File: config.mk
export PLATFORM = sky130hd
export DESIGN_NAME = serial_bla_subtractor
export DESIGN_NICKNAME = d
export VERILOG_FILES = /design/src/rtl/arith_pkg.sv /design/src/rtl/bla_sub4.sv /design/src/rtl/serial_bla_subtractor.sv
export SDC_FILE = /design/constraint.sdc
export NUM_CORES = 1
export LEC_CHECK = 0
export BUFFER_PORTS_ARGS = -buffer_cell sky130_fd_sc_hd__buf_2
export CORE_ASPECT_RATIO = 1.2
export CORE_MARGIN = 3
export CORE_UTILIZATION = 55
export CTS_BUF_LIST = sky130_fd_sc_hd__clkbuf_4 sky130_fd_sc_hd__clkbuf_8
export DETAILED_ROUTE_END_ITERATION = 12
export PLACE_DENSITY_LB_ADDON = 0.12
export SLEW_MARGIN = 20
export SYNTH_ARGS = -nofsm -noshare
export SYNTH_HDL_FRONTEND = slang
export SYNTH_SLANG_ARGS = --single-unit
File: constraint.sdc
create_clock -name clk -period 4.6 [get_ports clk]
set_input_delay 0.23 -clock clk [delete_from_list [all_inputs] [get_ports clk]]
set_output_delay 0.23 -clock clk [all_outputs]
set_load 0.02 [all_outputs]
File: src/rtl/arith_pkg.sv
// Shared arithmetic datapath definitions: handshake FSM states and slice geometry.
package arith_pkg;

    typedef enum logic [1:0] {
        IDLE = 2'd0,
        RUN  = 2'd1,
        DONE = 2'd2
    } state_t;

    localparam int SLICE_W = 4;

    function automatic int calc_nib(input int width);
        return width / SLICE_W;
    endfunction

endpackage

File: src/rtl/bla_sub4.sv
// Combinational 4-bit borrow-look-ahead subtractor slice: d = a - b - bin.
module bla_sub4 (
    input  logic [3:0] a,
    input  logic [3:0] b,
    input  logic       bin,
    output logic [3:0] d,
    output logic       bout
);

    logic [3:0] g_s;
    logic [3:0] p_s;
    logic       b1_s;
    logic       b2_s;
    logic       b3_s;

    assign g_s = ~a & b;
    assign p_s = ~(a ^ b);

    // Every borrow is flattened to generate/propagate terms so no bit waits on its neighbour.
    assign b1_s = g_s[0] | (p_s[0] & bin);
    assign b2_s = g_s[1] | (p_s[1] & g_s[0]) | (p_s[1] & p_s[0] & bin);
    assign b3_s = g_s[2] | (p_s[2] & g_s[1]) | (p_s[2] & p_s[1] & g_s[0])
                | (p_s[2] & p_s[1] & p_s[0] & bin);
    assign bout = g_s[3] | (p_s[3] & g_s[2]) | (p_s[3] & p_s[2] & g_s[1])
                | (p_s[3] & p_s[2] & p_s[1] & g_s[0])
                | (p_s[3] & p_s[2] & p_s[1] & p_s[0] & bin);

    assign d = a ^ b ^ {b3_s, b2_s, b1_s, bin};

endmodule

File: src/rtl/serial_bla_subtractor.sv
// Multi-cycle unsigned subtractor D = A - B - Bin, one nibble per clock through a
// single borrow-look-ahead slice, with a start/busy/done handshake.
module serial_bla_subtractor
    import arith_pkg::*;
#(
    parameter int WIDTH = 16
) (
    input  logic             clk,
    input  logic             rst,
    input  logic             start,
    input  logic [WIDTH-1:0] A,
    input  logic [WIDTH-1:0] B,
    input  logic             Bin,
    output logic             busy,
    output logic             done,
    output logic [WIDTH-1:0] D,
    output logic             Bout,
    output logic [WIDTH:0]   out
);

    localparam int NIB = calc_nib(WIDTH);
    localparam int KW  = (NIB > 1) ? $clog2(NIB) : 1;
    localparam int IW  = KW + 2;

    state_t           state_q, state_d;
    logic [WIDTH-1:0] a_q, a_d;
    logic [WIDTH-1:0] b_q, b_d;
    logic [KW-1:0]    k_q, k_d;
    logic             brw_q, brw_d;
    logic [WIDTH-1:0] d_q, d_d;
    logic             bout_q, bout_d;
    logic             busy_q, busy_d;
    logic             done_q, done_d;

    logic [IW-1:0]    base_s;
    logic [3:0]       slice_d_s;
    logic             slice_bout_s;

    assign base_s = {k_q, 2'b00};

    bla_sub4 u_slice (
        .a    (a_q[base_s +: SLICE_W]),
        .b    (b_q[base_s +: SLICE_W]),
        .bin  (brw_q),
        .d    (slice_d_s),
        .bout (slice_bout_s)
    );

    // Handshake FSM and per-nibble datapath next-state.
    always_comb begin
        state_d = state_q;
        a_d     = a_q;
        b_d     = b_q;
        k_d     = k_q;
        brw_d   = brw_q;
        d_d     = d_q;
        bout_d  = bout_q;
        done_d  = 1'b0;
        case (state_q)
            IDLE: begin
                if (start) begin
                    state_d = RUN;
                    a_d     = A;
                    b_d     = B;
                    brw_d   = Bin;
                    k_d     = '0;
                    d_d     = '0;
                    bout_d  = 1'b0;
                end else begin
                    state_d = IDLE;
                end
            end
            RUN: begin
                d_d[base_s +: SLICE_W] = slice_d_s;
                brw_d                  = slice_bout_s;
                if (k_q == KW'(NIB - 1)) begin
                    state_d = DONE;
                    done_d  = 1'b1;
                    bout_d  = slice_bout_s;
                    k_d     = '0;
                end else begin
                    k_d = k_q + KW'(1);
                end
            end
            DONE: begin
                state_d = IDLE;
            end
            default: begin
                state_d = IDLE;
            end
        endcase
        busy_d = (state_d != IDLE);
    end

    // State, operand, borrow and result registers; reset overrides everything.
    always_ff @(posedge clk) begin
        if (rst) begin
            state_q <= IDLE;
            a_q     <= '0;
            b_q     <= '0;
            k_q     <= '0;
            brw_q   <= 1'b0;
            d_q     <= '0;
            bout_q  <= 1'b0;
            busy_q  <= 1'b0;
            done_q  <= 1'b0;
        end else begin
            state_q <= state_d;
            a_q     <= a_d;
            b_q     <= b_d;
            k_q     <= k_d;
            brw_q   <= brw_d;
            d_q     <= d_d;
            bout_q  <= bout_d;
            busy_q  <= busy_d;
            done_q  <= done_d;
        end
    end

    assign busy = busy_q;
    assign done = done_q;
    assign D    = d_q;
    assign Bout = bout_q;
    assign out  = {bout_q, d_q};

endmodule
* After elaboration in Yosys (flattened, before gate mapping)
Index checks and enable logic that the tools add are counted.
W data, S select, Z words.
** Word-level totals
- Register bits :: 56
- Input bits :: 36
- Output and inout port bits :: 36
- Word-level logic and storage cells :: 73
** Operators by class
- $add $sub $neg :: 2
- Equality and inequality tests :: 4
- Shift-type cells :: 4
- Muxes and demuxes :: 15
- Bitwise operators :: 32
- Reductions and logical operators :: 7
** Operator list (number)
- $pmux W16 S2 :: 1
- $shiftx A16 B5 Y4 :: 2
- $and A1 B1 Y1 :: 16
- $bwmux W16 :: 1
- $mux W16 :: 1
- $shift A4 B6 Y16 const A :: 1
- $shiftx A4 B6 Y16 :: 1
- $or A1 B1 Y1 :: 10
- $not A4 Y4 :: 2
- $pmux W2 S2 :: 2
- $xor A4 B4 Y4 :: 2
- $mux W2 :: 3
- $neg A4 Y6 :: 1
- $mux W1 :: 5
- $and A4 B4 Y4 :: 1
- $ne A2 B2 Y1 const B :: 2
- $pmux W1 S2 :: 2
- $reduce_and A2 Y1 :: 2
- $reduce_bool A2 Y1 :: 2
- $reduce_and A3 Y1 :: 1
- $add A2 B1 Y2 const B :: 1
- $eq A2 B1 Y1 const B :: 1
- $eq A2 B2 Y1 const B :: 1
- $logic_not A2 Y1 :: 1
- other kinds (2) :: 2

* Longest topological paths before layout
Gate-level depths: netlist (run 1).
- Depth after elaboration :: 11
- Depth in mapped cells :: 8
- Mapped depth without buffers :: 7

* Hierarchy
Synthesis (run 1) repeated with hierarchy kept, for this count alone.
** Unflattened totals
- Cells, all modules :: 286
- Area, all modules :: 2695.1 um^2
** By module, submodules not included
- serial_bla_subtractor :: instances 1, cells an instance 259, area an instance 2494.9 um^2, seq. area each 1121.1 um^2
- bla_sub4 :: instances 1, cells an instance 27, area an instance 200.2 um^2, seq. area each 0.0 um^2

* Least setup slack after synthesis (run 1)
Ideal clock, no wire load.
- Kind :: flip-flop to flip-flop
- Start point :: reg k_q[0]
- End point :: reg d_q[11], in the netlist D[11]
- Library setup time :: 0.131 ns
- Arrival :: 2.329 ns
- Data required time :: 4.469 ns
- Path slack :: 2.140 ns
- Stages on the path, launching flop included :: 9
- Buffers on the path :: 2
- Period minus slack after synthesis :: 2.460 ns
- Path through :: dfxtp_1 buf_2 buf_2 mux4_2 ha_1 a211oi_1 o21bai_1 xor2_1 o31ai_1
** On the way
- Longest elaborated chain between the ends :: 11
- Elaborated cells on any way between the ends :: 27
- Those cells by class :: 1 x add/sub; 4 x shift; 2 x mux; 20 x bitwise
** Ends and longest elaborated chain
- start: declaration :: line serial_bla_subtractor.sv:28 : logic [KW-1:0] k_q, k_d;
- start signal: assignment :: line serial_bla_subtractor.sv:111 : k_q <= k_d;
- $shiftx A16 B5 Y4 (on tied branches) :: line serial_bla_subtractor.sv:42, serial_bla_subtractor.sv:43
- $xor A4 B4 Y4 / $not A4 Y4 (equally long branches) :: line bla_sub4.sv:17, bla_sub4.sv:28, bla_sub4.sv:16
- $not A4 Y4 / $and A4 B4 Y4 (equally long branches) :: line bla_sub4.sv:17, bla_sub4.sv:16
- $and A1 B1 Y1 (on tied branches) :: line bla_sub4.sv:22, bla_sub4.sv:23
- $or A1 B1 Y1, or another cell as far along :: line bla_sub4.sv:22 : assign b3_s = g_s[2] | (p_s[2] & g_s[1]) | (p_s[2] & p_s[1] & g_s[0])
- $or A1 B1 Y1 / $and A1 B1 Y1 (equally long branches) :: line bla_sub4.sv:22, bla_sub4.sv:23
- $or A1 B1 Y1 :: line bla_sub4.sv:23 : | (p_s[2] & p_s[1] & p_s[0] & bin);
- $xor A4 B4 Y4 :: line bla_sub4.sv:28 : assign d = a ^ b ^ {b3_s, b2_s, b1_s, bin};
- $shiftx A4 B6 Y16 :: line serial_bla_subtractor.sv:74 : d_d[base_s +: SLICE_W] = slice_d_s;
- $bwmux W16 (*) :: line serial_bla_subtractor.sv:74
- $pmux W16 S2 (*) :: line serial_bla_subtractor.sv:59 : case (state_q)
- end signal: assignment :: line serial_bla_subtractor.sv:103 : d_q <= '0;
- end signal: assignment :: line serial_bla_subtractor.sv:113 : d_q <= d_d;
- end: declaration :: line serial_bla_subtractor.sv:30 : logic [WIDTH-1:0] d_q, d_d;
Mark *: on every way between the ends. The rest lies on a longest branch, timed or not.
A chain may end at the register's enable or synchronous reset.

* Final worst setup path (run 1)
Ends and elaborated chain as after synthesis.

==> results of run 1 <==
-- flip-flops by register name, summed over array words and instances (netlist names) --
signal / cells
a_q: 16
brw_q: 1
state_q: 2
b_q: 16
done: 1
D: 16
Bout: 1
k_q: 2
busy: 1
-- metrics by stage --
stage	cell area [µm²]	worst slack [ns]	power, mW	hold WS (ns)
floorplan	2610	2.14	0.662	0.366
global placement	2820	1.86	0.699	0.440
detailed placement	2820	1.76	0.703	0.444
CTS	2910	1.74	0.984	0.143
global route	2920	1.50	1.02	0.147
finish	2920	1.76	0.976	0.153
-- worst reg2reg max path: cells and delay by family (launching register included) --
kind | cells | cell delay [ns]
buf+inv | 1 | 0.11
fa+ha+maj | 1 | 0.24
compound gates | 3 | 0.58
flops | 1 | 0.84
mux | 1 | 0.59
xor+xnor | 1 | 0.32
-- synthesized netlist by cell type, drive strengths merged --
library cell | count | area share, %
nand2b | 4 | 1.8
xnor2 | 1 | 0.34
mux4 | 8 | 6.9
o21bai | 2 | 0.58
ha | 8 | 3.8
buf | 28 | 7.2
o22ai | 1 | 0.24
o21ai | 3 | 0.58
or4 | 1 | 0.43
nand3b | 8 | 2.3
or2 | 1 | 0.24
nor2 | 15 | 2.2
a2bb2oi | 7 | 2.4
dfxtp | 56 | 43
fa | 1 | 0.77
a22oi | 1 | 0.29
inv | 9 | 1.3
nor2b | 2 | 0.48
a211oi | 2 | 0.58
or3 | 1 | 0.24
nand3 | 3 | 0.58
nand2 | 72 | 10
a31oi | 1 | 0.24
a21oi | 36 | 7.1
o31ai | 8 | 2.3
a21o | 5 | 1.4
xor2 | 2 | 0.67
clkbuf | 8 | 1.2
and4bb | 1 | 0.48
-- metal layers --
metal  track usage, %  share of wire, %  vias to the layer above
met1             25.3                44                      916
met3             4.56               4.9                        7
met5                0                 0                        -
li1                 -                 -                     1065
met2             36.1                50                       48
met4             5.85               1.3                        0
-- power breakdown --
part	leakage [nW]	internal [mW]	total (mW)	switching, mW
clock network	0.0523	0.135	0.284	0.149
registers	0.457	0.508	0.526	0.0186
logic	0.778	0.0718	0.166	0.0939
total	1.29	0.714	0.976	0.261
-- area by class of cell --
type	instances	share of cell area (%)
multi-input cells	194	42.5
repair buffers	71	12.2
well taps	56	2.40
flip-flops and latches	56	38.4
inverters	9	1.16
clock buffers	8	3.34
-- final timing paths --
path,end,cells after the start
setup / recovery,D[11],7
hold reg to reg,a_q[8],2
setup reg to reg,D[11],7
hold / removal,b_q[3],3
-- cell families (layout without fill, tap and decap cells) --
logic type | after synthesis | count (layout) | synth area share, %
muxes | 8 | 8 | 6.91
DFF | 56 | 56 | 43.0
AOI/OAI and AO/OA | 66 | 66 | 15.7
adders and majority gates | 9 | 9 | 4.61
buffers and inverters | 45 | 88 | 9.70
xor gates and xnor gates | 3 | 3 | 1.01
and+or+nand+nor | 108 | 108 | 19.1
==> out/metrics.cfg, run 1 <==
[run_status]
status=finished, final reports clean

[logic_synthesis]
synth_cells=295
ys_ff_latch=56
syn_area_per_cell_um2=8.83
ys_warn_count=0
synth_cell_type_count=35
synth_area_mm2=0.00261
ys_seq_area_share_pct=43.0
synthesis.nets=340

[cts]
cts_made_buffers=5
clk_latency_ns=0.31
htreeDepth=2
ctsResizeCount=0
cts_hold_buf=0
cts_tree=built
cts.reportedPaths.clkPinSlew_ns=0.09
cts_buffer_depth=2
root_buffer=clkbuf_8
post_cts_buffers=0
cts_sinks=56

[run]
cap_viol_max_count=0

[setup_path]
startpoint_type=flop
critPathArrivalTime_ns=3.00
end_kind=flop
path_delay_family=flip-flops
crit_path_cell_trace=mux4_2, inv_1, ha_1, a211oi_1, o21bai_1, xor2_1, o31ai_1
regToRegStartpoint=k_q[0]
critPathRequiredTime_ns=4.76
slowest_delay_ns=0.84
crit_start=k_q[0]
cpMaxStageDelayCell=dfxtp_1
cp_max_fo=16
r2r_slack_ns=1.76
crit_type=flop to flop
critPathBufInv=1

[routing]
drt_first_pass_iters=4
remaining_drc_errors=0
vias=2036
ant_nets=0
wl_per_cell_um=13.1
first_iter_violations=135
wl_mm=5.17
viasPerCell=5.17

[timing]
min_period_ns=2.84
relSlewSlack_pct=29.3
finalCritPeriodShare_pct=61.7
fin_worst_skew_ns=0.00711
max_freq_mhz=352
finalSetupTns_ns=0
tightest_slew_ns=1.06
setup_viol=0
rsz0062_at_grt=false
finalHoldViolations=0
drv_slew=0

[die]
initial_core_util_pct=58.9
fp.dieArea_mm2=0.00560
die_width_um=68.8
core_area_mm2=0.00442
die_h_um=81.4
num_rows=26
io_pins=72

[cells_and_area]
final_util_pct=66.0
final-seq-area_mm2=0.00112
final_cell_mix=72 x nand2_1, 71 x buf_2, 56 x dfxtp_1
nFillCells=402
finalNonFillerCells=394
final_common_cell=nand2_1
drive_gt1_share_pct=28.1
area_growth_pct=12.0
nets=382
antennaDiodeCount=0
multi_input_area_mm2=0.00124

[power_and_ir_drop]
power_density_mw_per_mm2=334
power.leakage_nw=1.29
irDropWorstVdd_v=0.000179

[grt]
grt_pass1_wl_mm=8.79
grt_pass1_vias=1958
antenna_found_initial=0
grt_start_max_net_pins=65
grtUsageTotal_pct=20.7
overflow=0

[worst_hold_path]
hold_path.class=input port to flop
worstHoldStart=B[3]

[placement]
dp_hpwl_mm=3.68
gp_congestion=0.784
dpl.cell_count=386
port_buffers=71

Power figures use the tool's default switching activity.
==> inputs of run 2 (changes only) <==
--- a/config.mk
+++ b/config.mk
@@ -5,10 +5,11 @@
 export SDC_FILE = /design/constraint.sdc
 export NUM_CORES = 1
 export LEC_CHECK = 0
+export ABC_AREA = 1
 export BUFFER_PORTS_ARGS = -buffer_cell sky130_fd_sc_hd__buf_2
 export CORE_ASPECT_RATIO = 1.2
 export CORE_MARGIN = 3
-export CORE_UTILIZATION = 55
+export CORE_UTILIZATION = 49
 export CTS_BUF_LIST = sky130_fd_sc_hd__clkbuf_4 sky130_fd_sc_hd__clkbuf_8
 export DETAILED_ROUTE_END_ITERATION = 12
 export PLACE_DENSITY_LB_ADDON = 0.12
==> constraint.sdc (replaced) <==
create_clock -name clk -period 2.5 [get_ports clk]
set_input_delay 0.125 -clock clk [delete_from_list [all_inputs] [get_ports clk]]
set_output_delay 0.125 -clock clk [all_outputs]
set_load 0.02 [all_outputs]
==> out/metrics.cfg, run 2 <==
[cts]
post_cts_buffers=0
clk_latency_ns=0.31
cts_made_buffers=5
root_buffer=clkbuf_8
htreeDepth=2
cts_buffer_depth=2
cts_sinks=56
cts.reportedPaths.clkPinSlew_ns=0.10
cts_tree=built
cts_hold_buf=0

[logic_synthesis]
synth-main-ff-cell=dfxtp_1
synth_top_cell_area_share_pct=42.8
synth_top_cell_by_area=dfxtp_1
async_flop_share_pct=0
synth-edff-count=0
synth_area_mm2=0.00262
syn_area_per_cell_um2=7.48
synth_top_family_by_area=simple AND/OR/NAND/NOR gates
synth.most_common_cell=nor2_1
synth_compound_area_share_pct=17.4
synth_common_cells=79 x nor2_1, 56 x dfxtp_1, 52 x nand2_1, 45 x o21ai_0, 25 x a21oi_1
synth_cells=350
synthesis.nets=395
ys_warn_count=0
synth_mux_area_share_pct=0
synth_cell_type_count=30
synth.area.top_cells=dfxtp_1 43%, nor2_1 11%, o21ai_0 8.6%, nand2_1 7.5%, buf_4 5.4%
ys_seq_area_share_pct=42.8
yosys.area_share.simple_pct=24.7
ys_ff_latch=56
synth_fa_ha_area_share_pct=4.59
synth_xor_area_share_pct=0.335

[setup_path]
cp_max_fo=14
r2r_slack_ns=0.38
worstRegToRegCells=9
regToRegStartpoint=k_q[0]
r2r_end=D[13]
crit_type=flop to flop
critPathArrivalTime_ns=2.36
end_kind=flop
startpoint_type=flop
critPathRequiredTime_ns=2.75

[routing]
vias=2312
viasPerCell=5.00
ant_nets=0
remaining_drc_errors=0
wl_mm=5.69
first_iter_violations=100
wl_per_cell_um=12.3
drt_first_pass_iters=4

[placement]
port_buffers=71
dp_hpwl_mm=4.43
dp_slack_ns=0.248
gp_congestion=0.799

[die]
initial_core_util_pct=51.9
io_pins=72
die_h_um=86.1
num_rows=28
die_width_um=72.7
core_area_mm2=0.00504
fp.dieArea_mm2=0.00626

[worst_hold_path]
hold_path.class=input port to flop
holdPathStages=3
worstHoldStart=A[1]
whs_endpoint=a_q[1]

[cells_and_area]
final_common_cell=nor2_1
area_growth_pct=14.9
nets=446
antennaDiodeCount=0
final_cell_mix=79 x nor2_1, 71 x buf_2, 55 x dfxtp_1
drive_gt1_share_pct=25.4

[grt]
grt_start_max_net_pins=36
overflow=0
antenna_found_initial=0
grt_pass1_vias=2151
grtUsageTotal_pct=19.2
grt_pass1_wl_mm=9.40

[power_and_ir_drop]
power.leakage_nw=1.39
power_density_mw_per_mm2=672
irDropWorstVdd_v=0.000392

[timing]
finalCritPeriodShare_pct=84.7
drv_slew=0
finalWorstSetupSlack_ns=0.382
rsz0062_at_grt=false
setup_viol=0
finalSetupTns_ns=0
tightest_slew_ns=0.736
relSlewSlack_pct=50.9
fin_worst_skew_ns=0.00578
min_period_ns=2.12
max_freq_mhz=472
finalHoldViolations=0

[run_status]
status=finished, final reports clean

[run]
cap_viol_max_count=0

run 2: changes by cell type after synthesis, moves of 5 or more:
cell / delta
o31ai_1: -8
a21oi_1: -10
nand4_1: +5
nand2_1: -20
nor2_1: +64
a2bb2oi_1: -7
a21o_1: -5
o21ai_0: +43
nand3b_1: -8
mux4_2: -8
run 2: worst max path at each step:
stage               startpoint  endpoint  slack [ns]  depth (start not counted)
finish                  k_q[0]     D[13]        0.38                          9
global route            k_q[0]     D[13]        0.14                          9
floorplan               k_q[0]      Bout        0.50                         12
global placement        k_q[0]      Bout        0.32                         12
detailed placement      k_q[0]      Bout        0.25                         12
CTS                     k_q[0]      Bout        0.22                         12
run 2: kinds of logic after synthesis:
| group | Yosys count |
|---|---|
| and+or+nand+nor | 151 |
| xor gates and xnor gates | 1 |
| AOI/OAI and AO/OA | 83 |
| DFF | 56 |
| buffers and inverters | 50 |
| adders and majority gates | 9 |
run 2: critical path, cell delays in order, from the launching register on:
cell and delay [ns]:
dfxtp_2 0.40, inv_2 0.19, nand2_1 0.08, a32o_1 0.26, fa_1 0.41, xnor2_1 0.30
nand2_1 0.08, nor2_1 0.14, nand2_1 0.06, a21oi_1 0.12
run 2: through the flow:
step	hold WS [ns]	power (mW)	instances	util [%]	instance area, µm²
after global routing	0.0636	2.14	462	59.6	3010
after global placement	0.373	1.43	454	57.3	2890
final	0.0558	2.02	462	59.6	3010
after floorplan	0.194	1.33	350	-	2620
after detailed placement	0.382	1.44	454	57.3	2890
after CTS	0.0455	2.04	462	59.6	3010
run 2: repair_timing:
action	in CTS	in global routing
resized for setup	0	1
setup endpoints to repair	0	5
hold endpoints to repair	0	0
run 2: layout make-up:
type	instances	area, µm²
repair buffers	77	400
clock buffers	5	68.8
well taps	60	75.1
inverters	17	63.8
flip-flops and latches	56	1120
multi-input cells	244	1230
fillers	521	2040
clock inverters	3	47.5
run 2: metal layers:
layer  global-route usage, %  part of all wire [%]
met1                    20.6                    39
met3                    3.40                   4.3
met2                    35.4                    54
met5                       0                     0
met4                    8.89                   2.5
run 2: power by group:
part           leakage [nW]  switching, mW  total (mW)  internal, mW
logic                 0.870          0.273       0.431         0.159
registers             0.460         0.0372       0.986         0.949
clock network        0.0583          0.300       0.602         0.302
==> inputs of run 3 (changes only) <==
==> constraint.sdc (replaced) <==
create_clock -name clk -period 1.9 [get_ports clk]
set_input_delay 0.095 -clock clk [delete_from_list [all_inputs] [get_ports clk]]
set_output_delay 0.095 -clock clk [all_outputs]
set_load 0.02 [all_outputs]
==> out/metrics.cfg, run 3 (synthesis results as in run 2) <==
[grt]
overflow=0
grt_start_max_net_pins=36
grt_pass1_vias=2260
grt_pass1_wl_mm=10.2
antenna_found_initial=0
grtUsageTotal_pct=20.9

[routing]
ant_nets=0
viasPerCell=5.07
drt_first_pass_iters=4
first_iter_violations=96
vias=2390
wl_mm=6.14
remaining_drc_errors=0
wl_per_cell_um=13.0

[die]
io_pins=72
num_rows=28
initial_core_util_pct=51.9
die_width_um=72.7
fp.dieArea_mm2=0.00626
die_h_um=86.1
core_area_mm2=0.00504

[cells_and_area]
area_growth_pct=22.9
drive_gt1_share_pct=34.3
final_cell_mix=75 x nor2_1, 71 x buf_2, 54 x dfxtp_1
nets=455
final_util_pct=63.8
antennaDiodeCount=0
final_common_cell=nor2_1
finalNonFillerCells=471
final_cell_area_mm2=0.00322

[cts]
htreeDepth=2
cts_hold_buf=0
root_buffer=clkbuf_8
cts_buffer_depth=2
clk_latency_ns=0.32
cts_tree=built
cts_made_buffers=5
cts.reportedPaths.clkPinSlew_ns=0.09
cts_sinks=56

[placement]
dpl.cell_count=457
dp_slack_ns=-0.129
port_buffers=71
gp_congestion=0.817
dp_hpwl_mm=4.54
place_area_mm2=0.00291

[timing]
finalWorstSetupSlack_ns=-0.0246
rsz0062_at_grt=true
max_freq_mhz=520
setup_viol=3
drv_slew=0
finalHoldViolations=0
fin_worst_skew_ns=0.00485
min_period_ns=1.92
tightest_slew_ns=0.791
relSlewSlack_pct=47.2
finalSetupTns_ns=-0.0606
finalCritPeriodShare_pct=101

[setup_path]
startpoint_type=flop
worstRegToRegCells=10
critPathArrivalTime_ns=2.17
critPathRequiredTime_ns=2.15
end_kind=flop
cp_max_fo=5
crit_type=flop to flop

[run]
cap_viol_max_count=0

[run_status]
status=finished, violations left
violations=negative setup slack

[worst_hold_path]
holdPathStages=3
hold_path.class=input port to flop

[power_and_ir_drop]
power.leakage_nw=1.46
irDropWorstVdd_v=0.000497
power_density_mw_per_mm2=855

[run 3: cell types whose count changed in the layout (fill, tap and decap cells not counted), moves of 4 or more]
cell     change
buf_6        +5
nand2_1      -7
nand2_2      +6
nor2_1       -4
nor2_2       +4
o21ai_0      -5
[run 3: final timing paths]
kind | startpoint | to | slack, ns
max | k_q[0] | D[13] | -0.02
min | A[5] | a_q[5] | 0.02
max reg2reg | k_q[0] | D[13] | -0.02
min reg2reg | D[8] | D[8] | 0.47
[run 3: power by group]
part	total [mW]	internal, mW	switching, mW	leakage, nW
clock	0.703	0.327	0.376	0.0523
combinational	0.747	0.318	0.429	0.943
sequential	1.30	1.25	0.0524	0.462
total	2.75	1.89	0.858	1.46
[run 3: worst max-delay path: stages (launching register included)]
cell and delay (ns):
dfxtp_4 0.42, buf_6 0.13, nand2_1 0.05, a32o_2 0.26, ha_4 0.26, buf_4 0.14
xnor2_2 0.19, nand2_1 0.09, nor2_2 0.12, nand2_1 0.06, a21oi_1 0.13
[run 3: cell type report]
type / count / area, µm²
clock buffers: 8 / 97.6
fillers: 495 / 1830
inverters: 17 / 75.1
multi-input cells: 244 / 1360
flip-flops and latches: 56 / 1130
well taps: 60 / 75.1
repair buffers: 85 / 479
repair inverters: 1 / 7.51
[run 3: layer usage]
| metal | share of wire (%) | track usage (%) | vias to the layer above |
|---|---|---|---|
| li1 | - | - | 1250 |
| met1 | 40 | 22.4 | 1076 |
| met2 | 54 | 38.3 | 50 |
| met3 | 4.0 | 4.34 | 14 |
| met4 | 2.4 | 9.90 | 0 |
| met5 | 0 | 0 | - |
[run 3: timing repair]
| item | in CTS | in global routing |
|---|---|---|
| endpoints found under the hold margin | 0 | 0 |
| gates cloned | 1 | 0 |
| setup endpoints to repair | 16 | 17 |
| resized for setup | 25 | 22 |
| setup buffers | 5 | 0 |
| pin swaps | 12 | 20 |
[run 3: through the flow]
| step | hold slack (ns) | total power [mW] |
|---|---|---|
| final | 0.0211 | 2.75 |
| after global routing | 0.0295 | 2.91 |
| after CTS | 0.0209 | 2.69 |
| after detailed placement | 0.350 | 1.91 |
| after global placement | 0.342 | 1.90 |
| after floorplan | 0.164 | 1.75 |
